File: src/rtl/encoder_step_sequencer_pkg.sv
// Shared definitions for the encoder step sequencer.
//   seq_state_e      : sequencer FSM states
//   DIR_HORARIO      : command direction value for clockwise steps
//   DIR_ANTIHORARIO  : command direction value for counter-clockwise steps
//   *_W_DEF          : default widths for step count, period and position
package encoder_seq_pkg;

  localparam int CNT_W_DEF = 16;
  localparam int DIV_W_DEF = 16;
  localparam int POS_W_DEF = 16;

  localparam logic DIR_HORARIO     = 1'b1;
  localparam logic DIR_ANTIHORARIO = 1'b0;

  typedef enum logic [1:0] {
    IDLE = 2'd0,
    STEP = 2'd1,
    WAIT = 2'd2,
    DONE = 2'd3
  } seq_state_e;

endpackage

File: src/rtl/encoder_step_sequencer_if.sv
// Move-command handshake between a command source and the step sequencer.
//   cmd_valid  : command present (master -> slave)
//   cmd_ready  : sequencer can accept a command (slave -> master)
//   cmd_dir    : 1 = horario, 0 = antihorario
//   cmd_steps  : number of steps to emit
//   cmd_period : idle cycles between consecutive pulses
interface encoder_step_sequencer_if
  import encoder_seq_pkg::*;
#(
  parameter int CNT_W = CNT_W_DEF,
  parameter int DIV_W = DIV_W_DEF
);

  logic             cmd_valid;
  logic             cmd_ready;
  logic             cmd_dir;
  logic [CNT_W-1:0] cmd_steps;
  logic [DIV_W-1:0] cmd_period;

  modport master (
    output cmd_valid,
    output cmd_dir,
    output cmd_steps,
    output cmd_period,
    input  cmd_ready
  );

  modport slave (
    input  cmd_valid,
    input  cmd_dir,
    input  cmd_steps,
    input  cmd_period,
    output cmd_ready
  );

endinterface

File: src/rtl/encoder_step_sequencer_step_timer.sv
// Inter-step down-counter for the step sequencer.
//   clk, rst_n : clock, synchronous active-low reset
//   load       : load load_val into the counter (wins over en)
//   en         : decrement by one while non-zero
//   load_val   : value to load
//   expire     : counter currently at terminal count (1)
module step_timer #(
  parameter int DIV_W = 16
) (
  input  logic             clk,
  input  logic             rst_n,
  input  logic             load,
  input  logic             en,
  input  logic [DIV_W-1:0] load_val,
  output logic             expire
);

  logic [DIV_W-1:0] timer_q;
  logic [DIV_W-1:0] timer_d;

  always_comb begin
    timer_d = timer_q;
    if (load) begin
      timer_d = load_val;
    end else if (en && (timer_q != '0)) begin
      timer_d = timer_q - DIV_W'(1);
    end
  end

  always_ff @(posedge clk) begin
    if (!rst_n) begin
      timer_q <= '0;
    end else begin
      timer_q <= timer_d;
    end
  end

  // Terminal count is 1, not 0, so a load of P yields exactly P wait cycles.
  assign expire = (timer_q == DIV_W'(1));

endmodule

File: src/rtl/encoder_step_sequencer.sv
// Command-driven step scheduler feeding the quadrature Encoder block.
//   clk, rst_n  : clock, synchronous active-low reset
//   cmd         : move-command handshake (slave side)
//   abort       : stop the current move
//   horario     : one-cycle clockwise step pulse
//   antihorario : one-cycle counter-clockwise step pulse
//   busy        : move in progress
//   done        : one-cycle completion pulse
//   steps_done  : pulses emitted in the current/last move
//   position    : signed net step count (wraps, cleared only by reset)
//
// state | meaning
// IDLE  | ready for a command
// STEP  | emitting one pulse this cycle
// WAIT  | idle gap between pulses, timed by step_timer
// DONE  | one-cycle completion pulse
module encoder_step_sequencer
  import encoder_seq_pkg::*;
#(
  parameter int CNT_W = CNT_W_DEF,
  parameter int DIV_W = DIV_W_DEF,
  parameter int POS_W = POS_W_DEF
) (
  input  logic                    clk,
  input  logic                    rst_n,
  encoder_step_sequencer_if.slave cmd,
  input  logic                    abort,
  output logic                    horario,
  output logic                    antihorario,
  output logic                    busy,
  output logic                    done,
  output logic        [CNT_W-1:0] steps_done,
  output logic signed [POS_W-1:0] position
);

  seq_state_e state_q, state_d;

  logic             dir_q, dir_d;
  logic [CNT_W-1:0] steps_q, steps_d;
  logic [DIV_W-1:0] period_q, period_d;
  logic [CNT_W-1:0] steps_done_q, steps_done_d;
  logic [POS_W-1:0] position_q, position_d;

  logic             accept;
  logic             last_step;
  logic [CNT_W-1:0] steps_done_inc;
  logic             timer_load;
  logic             timer_en;
  logic             timer_expire;

  assign accept         = (state_q == IDLE) && cmd.cmd_valid;
  assign steps_done_inc = steps_done_q + CNT_W'(1);
  assign last_step      = (steps_done_inc == steps_q);

  // State register
  always_ff @(posedge clk) begin
    if (!rst_n) begin
      state_q <= IDLE;
    end else begin
      state_q <= state_d;
    end
  end

  // Next-state logic
  always_comb begin
    state_d = state_q;
    unique case (state_q)
      IDLE: begin
        if (cmd.cmd_valid) begin
          state_d = (cmd.cmd_steps == '0) ? DONE : STEP;
        end
      end
      STEP: begin
        // Abort here still lets the current pulse out; it is already visible.
        if (last_step || abort) begin
          state_d = DONE;
        end else if (period_q == '0) begin
          state_d = STEP;
        end else begin
          state_d = WAIT;
        end
      end
      WAIT: begin
        if (abort) begin
          state_d = DONE;
        end else if (timer_expire) begin
          state_d = STEP;
        end
      end
      DONE: begin
        state_d = IDLE;
      end
      default: begin
        state_d = IDLE;
      end
    endcase
  end

  // Output logic
  always_comb begin
    cmd.cmd_ready = (state_q == IDLE);
    busy          = (state_q == STEP) || (state_q == WAIT);
    done          = (state_q == DONE);
    horario       = (state_q == STEP) && (dir_q == DIR_HORARIO);
    antihorario   = (state_q == STEP) && (dir_q == DIR_ANTIHORARIO);
  end

  // Command latch, step counter and position accumulator
  always_comb begin
    dir_d        = dir_q;
    steps_d      = steps_q;
    period_d     = period_q;
    steps_done_d = steps_done_q;
    position_d   = position_q;
    if (accept) begin
      dir_d        = cmd.cmd_dir;
      steps_d      = cmd.cmd_steps;
      period_d     = cmd.cmd_period;
      steps_done_d = '0;
    end
    if (state_q == STEP) begin
      steps_done_d = steps_done_inc;
      position_d   = (dir_q == DIR_HORARIO) ? position_q + POS_W'(1)
                                            : position_q - POS_W'(1);
    end
  end

  always_ff @(posedge clk) begin
    if (!rst_n) begin
      dir_q        <= 1'b0;
      steps_q      <= '0;
      period_q     <= '0;
      steps_done_q <= '0;
      position_q   <= '0;
    end else begin
      dir_q        <= dir_d;
      steps_q      <= steps_d;
      period_q     <= period_d;
      steps_done_q <= steps_done_d;
      position_q   <= position_d;
    end
  end

  // Timer is loaded only when leaving STEP for a non-zero gap.
  assign timer_load = (state_q == STEP) && (state_d == WAIT);
  assign timer_en   = (state_q == WAIT);

  step_timer #(
    .DIV_W (DIV_W)
  ) u_step_timer (
    .clk      (clk),
    .rst_n    (rst_n),
    .load     (timer_load),
    .en       (timer_en),
    .load_val (period_q),
    .expire   (timer_expire)
  );

  assign steps_done = steps_done_q;
  assign position   = position_q;

endmodule

File: src/flat_wrapper.sv
// flat-port wrapper written by rule: the top's interface ports become plain ports
module encoder_step_sequencer_flat import encoder_seq_pkg::*;
#(
  parameter int CNT_W = CNT_W_DEF,
  parameter int DIV_W = DIV_W_DEF,
  parameter int POS_W = POS_W_DEF
)
  (clk, rst_n, abort, horario, antihorario, busy, done, steps_done, position, cmd_cmd_valid, cmd_cmd_dir, cmd_cmd_steps, cmd_cmd_period, cmd_cmd_ready);
  encoder_step_sequencer_if #(.CNT_W(CNT_W), .DIV_W(DIV_W)) cmd_i ();
  input  logic clk;
  input  logic rst_n;
  input  logic abort;
  output logic horario;
  output logic antihorario;
  output logic busy;
  output logic done;
  output logic        [CNT_W-1:0] steps_done;
  output logic signed [POS_W-1:0] position;
  input wire logic [$bits(cmd_i.cmd_valid)-1:0] cmd_cmd_valid;
  input wire logic [$bits(cmd_i.cmd_dir)-1:0] cmd_cmd_dir;
  input wire logic [$bits(cmd_i.cmd_steps)-1:0] cmd_cmd_steps;
  input wire logic [$bits(cmd_i.cmd_period)-1:0] cmd_cmd_period;
  output wire logic [$bits(cmd_i.cmd_ready)-1:0] cmd_cmd_ready;
  assign cmd_i.cmd_valid = cmd_cmd_valid;
  assign cmd_i.cmd_dir = cmd_cmd_dir;
  assign cmd_i.cmd_steps = cmd_cmd_steps;
  assign cmd_i.cmd_period = cmd_cmd_period;
  assign cmd_cmd_ready = cmd_i.cmd_ready;
  encoder_step_sequencer #(.CNT_W(CNT_W), .DIV_W(DIV_W), .POS_W(POS_W)) u_core (.clk(clk), .rst_n(rst_n), .cmd(cmd_i), .abort(abort), .horario(horario), .antihorario(antihorario), .busy(busy), .done(done), .steps_done(steps_done), .position(position));
endmodule
File: config.mk
export PLATFORM = sky130hd
export DESIGN_NAME = encoder_step_sequencer_flat
export DESIGN_NICKNAME = d
export VERILOG_FILES = /design/src/rtl/encoder_step_sequencer_pkg.sv /design/src/rtl/encoder_step_sequencer_if.sv /design/src/rtl/encoder_step_sequencer_step_timer.sv /design/src/rtl/encoder_step_sequencer.sv /design/src/flat_wrapper.sv
export SDC_FILE = /design/constraint.sdc
export NUM_CORES = 1
export LEC_CHECK = 0
export CAP_MARGIN = 20
export CORE_MARGIN = 1.5
export CORE_UTILIZATION = 55
export CTS_CLUSTER_DIAMETER = 60
export DETAILED_ROUTE_END_ITERATION = 7
export GPL_TIMING_DRIVEN = 0
export PLACE_DENSITY = 0.81
export SYNTH_ARGS = -nofsm -noshare
export SYNTH_HDL_FRONTEND = slang
export SYNTH_SLANG_ARGS = --single-unit
File: constraint.sdc
create_clock -name clk -period 3.5 [get_ports clk]
set_input_delay 0.875 -clock clk [delete_from_list [all_inputs] [get_ports clk]]
set_output_delay 0.875 -clock clk [all_outputs]
set_load 0.02 [all_outputs]
==> results of run 1 <==
[layout make-up]
type	count	area [um^2]	share of cell area, %
plain buffers	31	143.9	2.401
clock buffers	10	137.6	2.297
clock inverters	6	71.32	1.190
inverters	17	63.81	1.065
multi-input cells	481	3030	50.57
flip-flops and latches	83	1664	27.77
well taps	108	135.1	2.255
repair buffers	75	745.7	12.45
[power groups by stage]
stage / Combinational, mW / Clock, mW / Sequential (mW)
final: 2.79 / 0.737 / 1.41
after floorplan: 1.96 / 0 / 1.46
after global placement: 2.63 / 0 / 1.41
after detailed placement: 2.71 / 0 / 1.42
after CTS: 2.75 / 0.743 / 1.40
after global routing: 3.04 / 0.778 / 1.44
[kinds of logic after synthesis]
kind of cell,share of synthesized area (%)
flops,34.09
mux,4.133
simple gates,25.47
xor+xnor,8.447
buf+inv,4.339
fa+ha+maj,5.802
compound gates,17.72
[critical path, delay by kind of cell, from the launching register on]
| kind | cells | cell delay (ns) |
|---|---|---|
| adders and majority gates | 1 | 0.37 |
| and+or+nand+nor | 1 | 0.25 |
| buffers and inverters | 4 | 1.14 |
| DFF | 1 | 0.35 |
[layer usage]
metal,share of wire (%),GRT usage (%)
met1,43,36.27
met3,6.1,3.165
met4,3.2,12.82
met2,47,47.44
met5,0,0
[placed cells by master, fill, tap and decap left out, drive strengths merged, types with 2 or more instances in the layout]
cell           Yosys  final
nor2              47     47
a31o               3      3
mux2i             19     19
nor2b              3      3
or3                2      2
o211ai             2      2
buf                7      9
nand3             21     21
and3               3      3
nor3              16     16
clkinvlp           0      2
nor3b              3      3
o2111ai            2      2
ha                21     21
and2               3      3
or4                5      5
nand2b             3      3
nand4             12     12
a41oi              2      2
xor2              19     19
o31a               2      2
dfxtp             83     83
xnor2             28     28
o211a              6      6
nor4              17     17
clkbuf            25     34
o21ai             23     23
clkdlybuf4s50      0     73
inv               17     20
a211oi            11     11
o31ai              5      5
nand2            117    117
a21o               6      6
nand3b             3      3
a21oi             58     58
[worst paths after layout]
kind,endpoint,cells past startpoint,slack (ns)
min,u_core.steps_q[1],2,0.48
max,horario,6,0.16
min reg2reg,u_core.steps_q[1],2,0.48
max reg2reg,u_core.u_step_timer.timer_q[1],11,0.18
[state kept, by name, indices dropped and copies added, names as in the netlist]
| name | count |
|---|---|
| u_core.period_q | 16 |
| u_core.position | 16 |
| u_core.steps_done | 16 |
| u_core.steps_q | 16 |
| u_core.u_step_timer.timer_q | 16 |
| u_core.state_q | 2 |
| u_core.dir_q | 1 |
[what timing repair did]
item                       in CTS  in global routing
gates resized for setup         3                  6
buffers inserted                1                  1
setup endpoints to repair      18                 17
pin swaps                       2                  1
==> impl_results.md, run 1 <==
- Core ar.: 8636 um^2
- Actual slew at the worst max-slew pin: 0.6810 ns
- Top cells by area, synth: dfxtp_1, nand2_1, a21oi_1
- Count of state elements after synthesis: 83
- Root Buffer: clkbuf_8
- P_leak: approximately 2.4 nW
- Residual DRC count: 0
- Hold WS: between 0.4 and 0.5 ns
- Area post-placement: 5739 um^2
- Hold WC Path Type: reg2reg
- Cell Count, Final, Fillers Out: between 800 and 900
- Clock-pin slew on the worst setup and hold paths: 0.09 ns
- Global-route wire length before repair: 21840 um
- Initial drt markers: between 300 and 400
- Crit share post-route: 95.51%
- Most common cell in the netlist: nand2_1
- Worst EP arrival: 2.47 ns
- Slowest Stage Delay on Critical Path: between 0.6 and 0.7 ns
- Final ANT Viol Nets: 0
- CP max stage cell: clkdlybuf4s50_1
- Initial antenna violation count: 0
- Int Pwr: 2.754 mW
- Wire per inst: 16.57 um
- Inserted Clock Buffers: 9
- Dpl ws: -0.3643 ns
- Reg2Reg Launch Point: u_core.steps_done[0]
- Vias: ~4800
- Placed Cells: 794
- Clock sink count: 83
- P per Cell Area: between 800 and 900 nW/um^2
- Sw Share: 44.23%
- Mapped Cells: 613
- Ys flop type: dfxtp_1
- Rows: 34
- IO Count: 74
- Fin area: 5992 um^2
- Endpoints failing setup: 0
- H-tree levels: 3
- Crit path top cell by count: inv_1
- Worst path required time: 2.62 ns
- Fillers: 719
- Ys Warns: 0
- Critical path launch point: u_core.state_q[1]
- Worst slew margin: 54.60%
- Min-delay src: u_core.steps_q[1]
- Status: finished, final reports clean
- # diodes: 0
- Yosys cell types: 63
- Syn nets: 672
- Drt via density: 5.972
- Layout cells sized above 1: roughly 6.4%
- Setup TNS: 0 ns
- CP cell instances: inv_1, ha_2, inv_1, clkbuf_1, nor2_2, clkdlybuf4s50_1
- Critical setup path kind: reg2out
- 1st-pass router iterations: 7
- DPL Wire Length: ~9700 um
- Largest net degree at the start of global routing: 17
- Switching Power: 2.184 mW
- Syn_area_per_cell: 7.950 um^2
- NumNets Final: 757
- Initial Util: 56.43%
- Reg power frac: 28.5%
- GRT Resource Usage Total: between 20% and 30%
- Remaining global-route overflow: 0
- CTS Hold Bufs: 0
- CTS tree: done
- Port bufs: 73
- FFs w/ async S/R, synth: 0%
- Setup crit end kind: output pin
- Post-Synthesis Cell Area: 4873 um^2
- Synth area leader: dfxtp_1
- Die width: 97.13 um
- Final Critical Period: 3.343 ns
- Clk_skew: between 0.005 and 0.006 ns
- Final worst setup slack: 0.1571 ns
- Max cap viols: 0
- Clock buffer depth: 2
- Logic pwr share: 56.6%
- Routability cong.: 0.9140
- Final Core Density: 69.39%
- RSZ-0062 raised after global routing: false
- Most instantiated cells after synthesis: nand2_1, dfxtp_1, a21oi_1
- Max-slew violations: 0
- Vias in the first global route: 4662
- Post-synth EDFFs: 0
- CP Launch Type: register
- Total wire length: 13440 um
- Die area: between 9000 and 10000 um^2
- Synth top area share: 34.09%
- Worst Path Max Fanout: 10
- Hold Fails Final Rpt: 0
- Register area share after synthesis: 34.09%
- Max Freq: 0.2991 GHz
- Synth-to-layout area growth: 22.95%
- Overall power: 4.938 mW
- Clk pwr share: 14.9%
- Die Height: 97.13 um
- Worst skew pair latency: 0.35 ns
- VDD IR-drop max: 0.5983 mV
(Power assumes the default switching activity.)
==> run 2: changes to the inputs <==
MAX_ROUTING_LAYER = met4   (was default)
SETUP_SLACK_MARGIN = 0.02   (was default)
SLEW_MARGIN = 25   (was default)
==> run 2 against run 1 <==
Register-to-register slack gained 0.02 ns; design area shrank 0.75%; global-route usage grew 1.0 points; flip-flop and latch count is the same; utilization shrank 0.52 points; hold slack lost 0.0084 ns; cell count shrank 0.12%; critical path type unchanged; critical endpoint unchanged.
==> impl_results.md, run 2 (synthesis gave the netlist of run 1 again) <==
- Status: finished, final reports clean
- Clock buffer depth: 2
- VDD IR-drop max: 0.6034 mV
- Clock sink count: 83
- Worst slew margin: 50.41%
- DPL Wire Length: 9817 um
- Die Height: ~97 um
- Core ar.: 8636 um^2
- Routability cong.: between 0.9 and 1
- Area post-placement: 5739 um^2
- Residual DRC count: 0
- Most common cell after layout, fill and taps aside: nand2_1
- Remaining global-route overflow: 0
- Layout cells sized above 1: 5.840%
- Max cap viols: 0
- Commonest non-fill, non-tap cells in the layout: nand2_1, dfxtp_1, clkdlybuf4s50_1
- IO Count: 74
- Hold WC Path Type: reg2reg
- Initial Util: 56.43%
- Drt via density: 5.981
- Hold path depth: 2
- Fin area: approximately 6000 um^2
- R2R depth: 12
- CP Launch Type: register
- Reg2Reg Launch Point: u_core.steps_done[0]
- Setup crit end kind: output pin
- Port bufs: 73
- Crit path max-delay family: buffers and inverters
- Die area: roughly 9400 um^2
- Largest net degree at the start of global routing: 17
- Rows: 34
- RSZ-0062 raised after global routing: true
- Initial drt markers: 306
- Worst skew pair latency: 0.36 ns
- Vias: between 4000 and 5000
- Cell depth of the worst setup path: 6
- Min-delay src: u_core.period_q[1]
- Hold Fails Final Rpt: 0
- CP cell instances: inv_1, ha_2, inv_1, clkbuf_1, nor2_1, clkdlybuf4s50_1
- Vias in the first global route: 4651
- Final worst setup slack: 0.08857 ns
- 1st-pass router iterations: 6
- Max-slew violations: 0
- Clock-pin slew on the worst setup and hold paths: ~0.090 ns
- CP max stage cell: clkdlybuf4s50_1
- Wire per inst: 16.45 um
- H-tree levels: 3
- Final Core Density: 68.86%
- Total wire length: 13330 um
- P per Cell Area: 806.0 nW/um^2
- Final Critical Period: around 3.4 ns
- Worst Path Max Fanout: 10
- P_leak: 2.352 nW
- Global-route wire length before repair: 21850 um
- Endpoints failing setup: 0
- GRT Resource Usage Total: 29.16%
- Hold WS: 0.4730 ns
- Overall power: 4.793 mW
- Worst path required time: 2.62 ns
- Inserted Clock Buffers: 9
- Die width: ~100 um
- Setup TNS: 0 ns
- Initial antenna violation count: 0
- Crit path top cell by count: inv_1
- Root Buffer: clkbuf_8
- NumNets Final: 757
- Critical setup path kind: reg2out
- CTS tree: done
- # diodes: 0
- Final ANT Viol Nets: 0
- Worst EP arrival: 2.54 ns
- Actual slew at the worst max-slew pin: 0.7438 ns
- Crit share post-route: 97.47%
- Slowest Stage Delay on Critical Path: around 0.67 ns
- CTS Hold Bufs: 0
- Clk_skew: 0.01801 ns
- Placed Cells: a little under 800
- Synth-to-layout area growth: 22.03%
- Critical path launch point: u_core.state_q[1]
- Buf/Inv on CP: 4
- Max Freq: just under 0.3 GHz
- Dpl ws: -0.3585 ns
- Cell Count, Final, Fillers Out: 810
-- run 2: cell types whose count changed in the layout (fill, tap and decap cells not counted) --
cell and change:
inv_6 -3, clkinvlp_4 +1, clkbuf_1 +1, nor2_2 -2, bufinv_16 -1, clkinv_2 +1
nor2_1 +2
-- run 2: tightest hold or removal path: stages (launching register included) --
cell and delay [ns]:
dfxtp_1 0.32, nand2_1 0.05, a21oi_1 0.05
-- run 2: power by group --
part           switching, mW  total [mW]  internal, mW
Sequential             0.236        1.41          1.18
Clock                  0.346       0.618         0.272
Combinational           1.54        2.76          1.22
Total                   2.13        4.79          2.67
-- run 2: area by class of cell --
cell class	count	area [um^2]
Clock inverter	4	27.53
Multi-Input combinational cell	481	3025
Fill cell	727	2689
Clock buffer	11	141.4
Buffer	31	143.9
Tap cell	108	135.1
Timing Repair Buffer	75	745.7
Sequential cell	83	1664
Inverter	17	63.81
-- run 2: path summary, 6_finish.rpt --
check	end	slack (ns)
setup / recovery	horario	0.09
hold / removal	u_core.period_q[1]	0.47
setup reg to reg	u_core.u_step_timer.timer_q[15]	0.20
hold reg to reg	u_core.period_q[1]	0.47
-- run 2: metal layers --
| metal | GRT usage [%] | share of wire (%) | vias up | routed length, um |
|---|---|---|---|---|
| li1 | - | - | 2336 | - |
| met1 | 35.79 | 42 | 2292 | 5621 |
| met2 | 48.36 | 49 | 184 | 6472 |
| met3 | 5.324 | 7.2 | 33 | 961 |
| met4 | 10.03 | 2.0 | 0 | 273 |
| met5 | - | 0 | - | 0 |
-- run 2: timing repair --
action | CTS | global route
resized for setup | 3 | 4
buffers inserted | 1 | 1
setup endpoints to repair | 18 | 12
pin swaps | 2 | 1
